--- src/rtl/phy_rx_pkg.sv ---
// Shared definitions for the serial receive path: comma symbol, alignment
// state encoding and comma-counter width.
package phy_rx_pkg;

  localparam logic [7:0]  COMMA_DEFAULT = 8'hBC;
  localparam int unsigned COMMA_CNT_W   = 4;

  typedef enum logic [1:0] {
    SEARCH,
    CHECK,
    ACTIVE
  } rx_state_e;

endpackage

--- src/rtl/sp_shift_ctr.sv ---
// Serial shift register with a 3-bit bit counter; realign forces the next
// byte boundary to land exactly eight edges after the realigning edge.
module sp_shift_ctr (
  input  logic       clk,
  input  logic       reset,
  input  logic       data_in,
  input  logic       realign,
  output logic [7:0] word,
  output logic [7:0] word_q,
  output logic       boundary,
  output logic       first_bit
);

  logic [7:0] shreg_q, shreg_d;
  logic [2:0] cnt_q, cnt_d;

  always_comb begin
    shreg_d = {shreg_q[6:0], data_in};
    cnt_d   = realign ? 3'd0 : cnt_q + 3'd1;
  end

  always_ff @(posedge clk) begin
    if (reset) begin
      shreg_q <= 8'h00;
      cnt_q   <= 3'd0;
    end else begin
      shreg_q <= shreg_d;
      cnt_q   <= cnt_d;
    end
  end

  // word is the post-shift byte seen at this edge; word_q is the byte that
  // completed on the previous edge when first_bit is high.
  assign word      = shreg_d;
  assign word_q    = shreg_q;
  assign boundary  = (cnt_q == 3'd7);
  assign first_bit = (cnt_q == 3'd0);

endmodule

--- src/rtl/serial_paralelo_bc_align.sv ---
// Receive-side serial-to-parallel converter: locks byte alignment on a run of
// boundary-aligned commas and then emits bytes held for eight bit clocks.
module serial_paralelo_bc_align
  import phy_rx_pkg::*;
#(
  parameter logic [7:0]  COMMA    = COMMA_DEFAULT,
  parameter int unsigned BC_COUNT = 4
) (
  input  logic       clk_32f,
  input  logic       reset,
  input  logic       data_in,
  output logic [7:0] data_out,
  output logic       valid_out,
  output logic       active
);

  localparam logic [COMMA_CNT_W-1:0] BcCountW = COMMA_CNT_W'(BC_COUNT);

  rx_state_e              state_q, state_d;
  logic [COMMA_CNT_W-1:0] ccnt_q, ccnt_d;
  logic [7:0]             data_q, data_d;
  logic                   valid_q, valid_d;
  logic                   active_q, active_d;

  logic       realign;
  logic [7:0] word, word_q;
  logic       boundary, first_bit;

  sp_shift_ctr u_shift (
    .clk       (clk_32f),
    .reset     (reset),
    .data_in   (data_in),
    .realign   (realign),
    .word      (word),
    .word_q    (word_q),
    .boundary  (boundary),
    .first_bit (first_bit)
  );

  assign realign = (state_q == SEARCH) && (word == COMMA);

  always_comb begin
    state_d = state_q;
    ccnt_d  = ccnt_q;
    unique case (state_q)
      SEARCH: begin
        if (realign) begin
          ccnt_d  = COMMA_CNT_W'(1);
          state_d = (BC_COUNT == 1) ? ACTIVE : CHECK;
        end
      end
      CHECK: begin
        if (boundary) begin
          if (word == COMMA) begin
            ccnt_d = ccnt_q + COMMA_CNT_W'(1);
            if (ccnt_d == BcCountW) state_d = ACTIVE;
          end else begin
            ccnt_d  = '0;
            state_d = SEARCH;
          end
        end
      end
      ACTIVE:  state_d = ACTIVE;
      default: state_d = SEARCH;
    endcase
  end

  // Outputs refresh on the edge after a boundary, so every byte is held for
  // a full eight-edge window.
  always_comb begin
    data_d   = data_q;
    valid_d  = valid_q;
    active_d = (state_q == ACTIVE);
    if (first_bit) begin
      if (state_q == ACTIVE) begin
        data_d  = word_q;
        valid_d = (word_q != COMMA);
      end else begin
        data_d  = 8'h00;
        valid_d = 1'b0;
      end
    end
  end

  always_ff @(posedge clk_32f) begin
    if (reset) begin
      state_q  <= SEARCH;
      ccnt_q   <= '0;
      data_q   <= 8'h00;
      valid_q  <= 1'b0;
      active_q <= 1'b0;
    end else begin
      state_q  <= state_d;
      ccnt_q   <= ccnt_d;
      data_q   <= data_d;
      valid_q  <= valid_d;
      active_q <= active_d;
    end
  end

  assign data_out  = data_q;
  assign valid_out = valid_q;
  assign active    = active_q;

endmodule

--- config.mk ---
export PLATFORM = sky130hd
export DESIGN_NAME = serial_paralelo_bc_align
export DESIGN_NICKNAME = d
export VERILOG_FILES = /design/src/rtl/phy_rx_pkg.sv /design/src/rtl/sp_shift_ctr.sv /design/src/rtl/serial_paralelo_bc_align.sv
export SDC_FILE = /design/constraint.sdc
export NUM_CORES = 1
export LEC_CHECK = 0
export ABC_AREA = 1
export ABC_CLOCK_PERIOD_IN_PS = 1300
export BUFFER_PORTS_ARGS = -buffer_cell sky130_fd_sc_hd__buf_4
export CORE_MARGIN = 5
export CORE_UTILIZATION = 25
export DETAILED_ROUTE_END_ITERATION = 8
export SLEW_MARGIN = 25
export SYNTH_ARGS = -nofsm -noshare
export SYNTH_HDL_FRONTEND = slang
export SYNTH_SLANG_ARGS = --single-unit
--- constraint.sdc ---
create_clock -name clk_32f -period 1.3 [get_ports clk_32f]
set_input_delay 0.065 -clock clk_32f [delete_from_list [all_inputs] [get_ports clk_32f]]
set_output_delay 0.065 -clock clk_32f [all_outputs]
set_load 0.01 [all_outputs]
# After elaboration in Yosys (flattened, before gate mapping)
# Cells that the tools add are included.
[totals]
wordCells = 36
regBits = 27
output_inout_bits = 10
in_bits = 3
[classes]
eq_ne = 9
addsub = 2
reduce_logical = 7
n_mux = 11
[ops]
columns = ["cell", "n"]
rows = [
  ["$mux 4", 3],
  ["$eq 8x8->1 const B", 1],
  ["$mux 2", 4],
  ["$mux 8", 1],
  ["$ne 8x8->1 const B", 1],
  ["$pmux 4 s2", 1],
  ["$pmux 2 s3", 1],
  ["$reduce_and 3->1", 2],
  ["$add 4x1->4 const B", 1],
  ["$eq 4x3->1 const B", 1],
  ["$add 3x1->3 const B", 1],
  ["$eq 3x3->1 const B", 1],
  ["$logic_not 3->1", 1],
  ["$ne 3x3->1 const B", 1],
  ["$eq 2x1->1 const B", 1],
  ["$eq 2x2->1 const B", 1],
  ["$logic_not 2->1", 1],
  ["$ne 2x1->1 const B", 1],
  ["$ne 2x2->1 const B", 1],
  ["$reduce_bool 2->1", 1],
  ["$reduce_or 2->1", 1],
  ["$logic_and 1x1->1", 1],
  ["$mux 1", 1],
]

# Depth between registers and ports, before layout
[depth]
depth_word = 6
depth_mapped = 10
mapped_depth_nobuf = 10

# By module
# A second synthesis with hierarchy kept.
[unflattened]
cells_unflattened = 170
area_unflattened_um2 = 1246.2
[modules_own_cells]
columns = ["mod", "n_inst", "cells_each", "seq_area_each_um2", "area_each_um2"]
rows = [
  ["serial_paralelo_bc_align", 1, 119, 320.3, 809.5],
  ["sp_shift_ctr", 1, 51, 220.2, 436.7],
]

# Least setup slack after synthesis
# Ideal clock, no wire load.
[synth_path]
path_type = "flip-flop to flip-flop"
start = "register u_shift.cnt_q[0]"
end = "register ccnt_q[1]"
t_required_ns = 1.182
setup_ns = 0.118
arrival_ns = 1.118
setup_slack_ns = 0.063
path_buffers = 0
period_less_slack_ns = 1.237
path_stages_with_launch = 11
cell_sequence = "dfxtp_1 -> ha_1 -> ha_1 -> inv_1 -> nand2_2 -> nand2_1 -> inv_2 -> nand2_4 -> nand2_1 -> o21ai_1 -> nor2_1"
[synth_between]
elab_chain_len = 3
[synth_rtl]
columns = ["element", "line", "text"]
rows = [
  ["start: declaration", "sp_shift_ctr.sv:15", "logic [2:0] cnt_q, cnt_d;"],
  ["start signal: assignment", "sp_shift_ctr.sv:28", "cnt_q <= cnt_d;"],
  ["$eq 3x3->1", "sp_shift_ctr.sv:36", "assign boundary = (cnt_q == 3'd7);"],
  ["$ne 2x2->1 (no line)", "-", ""],
  ["$reduce_and 3->1 (no line)", "-", ""],
  ["end signal: assignment", "serial_paralelo_bc_align.sv:94", "ccnt_q <= ccnt_d;"],
  ["end: declaration", "serial_paralelo_bc_align.sv:20", "logic [COMMA_CNT_W-1:0] ccnt_q, ccnt_d;"],
]
# Every way passes these cells.
# A chain may end at the register's enable or synchronous reset.

# Final worst setup path
[layout_path]
start = "register u_shift.cnt_q[0]"
end = "register ccnt_q[2]"
# The elaborated chain is that of the path after synthesis.

==> metrics <==
fin worst setup slack 42.1 ps; Routed WL 2.04 mm; DR WL/cell 9.77 um; Fin Clk Skew 3.40 ps; row count 24; I/O Pins 13; Mapped Nets 144; worst hold stages 3; largest family of logic cells by synthesized area simple AND/OR/NAND/NOR gates; Overall Global Routing Usage 7.36%; Port Buf Inserts 12; largest net degree at the start of global routing 16; Hold EP u_shift.word_q[0]$_SDFF_PP0_; hold_sp data_in; Final Cycle Share 96.8%; worst-path maximum fanout 7; top post-synthesis cells by area dfxtp_1 48%, inv_1 7.7%, nor2_1 7.4%; die height 77.0 um; Peak VDD IR 0.562 mV; initial core utilization 25.7%; Mean Syn Cell Area 8.24 um2; mux cell area share after synthesis 0%; sequential fraction of the synthesis area 48.2%; Worst-Margin Slew 287 ps; hold crit path type input port to flip-flop; GRT met3 Usage 1.76%; outcome completed; layout cells sized above 1 27.4%; Residual DRC 0; CTS sink cnt 27; Simple-Gate Fraction of Synth Area 24.7%; met2 usage 11.9%; Critical Path RT 1460 ps; share of the synthesized area in the top cell type 48.2%; first-pass GRT wire length 3.57 mm; Syn Inst Count 136; fmax 795 MHz; #FFs+latches synth 27; total power 1390 uW; 1st-pass router iterations 4; reg-to-reg critical path endpoint ccnt_q[2]$_SDFFE_PP0P_; Synth area leader dfxtp_1; Ys Warns 0; power per cell area 991 nW/um2; RSZ-0062 raised after global routing true; critical path startpoint category flip-flop; Synth Area in Adders 5.58%; CP peak stage delay 340 ps; Max Cap Viol 0; Reg clk slew, reported paths 90 ps; clock latency on the worst-skew pair 270 ps; slowest CP cell dfxtp_2; Compound-Gate Fraction of Synth Area 11.2%; vias 889; FF-to-FF Start u_shift.cnt_q[0]$_SDFF_PP0_; Worst Reg-to-Reg Cells 10; initial antenna violation count 0; Max Root-Sink Buffers 2; 1st-iter DRT viols 28; mapped cell area 1120 um2; gp weighted congestion 0.736; Setup crit end kind flip-flop; final setup violation count 0; dpl hpwl 1.56 mm; Synth Area in XOR/XNOR 0.781%; Setup Crit Path Kind flip-flop to flip-flop; maximum level of the CTS H-tree 1; vias in the first global route 830; hold slack final 23.8 ps; r2r setup slk 40 ps; die width 77.0 um; CTS root buf clkbuf_8; Final Net Count 166; crit path time final 1260 ps; grt met1 use 9.49%; DIE AREA 5920 um2; GRT overflow 0; DP Area 1300 um2; arrival time worst endpoint 1420 ps; Hold Fails Final Rpt 0; ANT nets after route 0; leakage power 0.000582 uW; core area 4350 um2; gr busiest metal met2; DR vias/cell 4.25; Hold Buf Count CTS 0; TritonCTS buffer count 3; filler instances 450; Slew Limit Fails 0; diode count 0; Netlist cell types 21; setup slack at placement 6.44 ps; Critical Path, Cell by Cell ha_2, ha_4, inv_2, nand2_4, nand2_2, inv_2, nand2_4, nand2_1, o21ai_1, nor2_1; final design instance area without fill 1400 um2; CTS tree built; synthesis-to-finish area growth 25.2%; Worst slew margin 80.7%
## cell usage in the layout (no fill, tap or decap), types with 3 or more instances in the layout
cell type   n
nor2_4      3
a32o_1      7
ha_1        3
dfxtp_1    25
nand3_1     6
nand2_2     4
inv_1      22
nor2_1     22
nand4_1     6
buf_4      19
clkbuf_8    3
inv_2       3
nand2_1    15
## layout make-up
cell class	count	area (um2)	area share, %
clock inverter	1	5.00	0.357
multi-input combinational	81	509	36.3
sequential	27	543	38.7
timing repair buffer	19	143	10.2
inverter	26	97.6	6.95
tap	52	65.1	4.63
clock buffer	3	41.3	2.94
## cell usage after synthesis (all sizes together)
| master | number |
|---|---|
| dfxtp | 27 |
| nor2 | 26 |
| inv | 25 |
| nand2 | 21 |
| a32o | 7 |
| nand3 | 6 |
| nand4 | 6 |
| ha | 5 |
| o21ai | 5 |
| a21oi | 3 |
| buf | 2 |
| a22oi | 1 |
| clkinv | 1 |
| xor2 | 1 |
## power breakdown
group,switching [uW],leakage [uW],internal [uW]
clock,248,0.0000255,214
combinational,49.9,0.000338,29.3
sequential,9.18,0.000219,840
## flip-flops by register name, summed over array words and instances, names as in the netlist
name and count:
valid_out 1, ccnt_q 4, data_out 8, state_q 2, u_shift.word_q 8, active 1, u_shift.cnt_q 3
## critical path: cells and delay by family, from the launching register on
family	cells	cell delay (ps)
flip-flops	1	340
adder cells (fa/ha/maj)	2	340
AND/OR/NAND/NOR	5	320
buffers and inverters	2	100
AO/OA/AOI/OAI	1	60
## cells by family (layout without fill, tap and decap cells)
kind of cell,Yosys count,in the layout
compound gates,16,16
xor+xnor,1,1
fa+ha+maj,5,5
buf+inv,28,49
flops,27,27
simple gates,59,59
## how the worst max path moves through the flow
stage,startpoint,to,slack (ps),cells after the start
floorplan,u_shift.cnt_q[0]$_SDFF_PP0_,ccnt_q[1]$_SDFFE_PP0P_,60,10
global placement,u_shift.cnt_q[0]$_SDFF_PP0_,ccnt_q[1]$_SDFFE_PP0P_,20,10
detailed placement,u_shift.cnt_q[0]$_SDFF_PP0_,ccnt_q[1]$_SDFFE_PP0P_,6,10
CTS,u_shift.cnt_q[0]$_SDFF_PP0_,ccnt_q[1]$_SDFFE_PP0P_,10,10
global route,u_shift.cnt_q[0]$_SDFF_PP0_,ccnt_q[2]$_SDFFE_PP0P_,-20,10
finish,u_shift.cnt_q[0]$_SDFF_PP0_,ccnt_q[2]$_SDFFE_PP0P_,40,10
## per-layer routing
layer,share of wire [%],routed length [um]
met1,49,999
met2,48,980
met3,2.5,51
met4,0.54,11
met5,0,0
## per-stage QoR
| stage | util, % | setup TNS [ps] | instances |
|---|---|---|---|
| 2_1_floorplan | - | 0 | 136 |
| 3_3_place_gp | 29.9 | 0 | 203 |
| 3_5_place_dp | 29.9 | 0 | 203 |
| 4_1_cts | 31.2 | 0 | 208 |
| 5_1_grt | 32.2 | -54.3 | 209 |
| 6_report | 32.2 | 0 | 209 |
## what timing repair did
action / in CTS / in global routing
pin swaps: 2 / 5
setup endpoints to repair: 2 / 8
buffers inserted: 1 / 1
cloned: 0 / 0
hold endpoints to repair: 0 / 0
resized for setup: 1 / 11
Note: power is estimated with default switching activity, not from simulation.
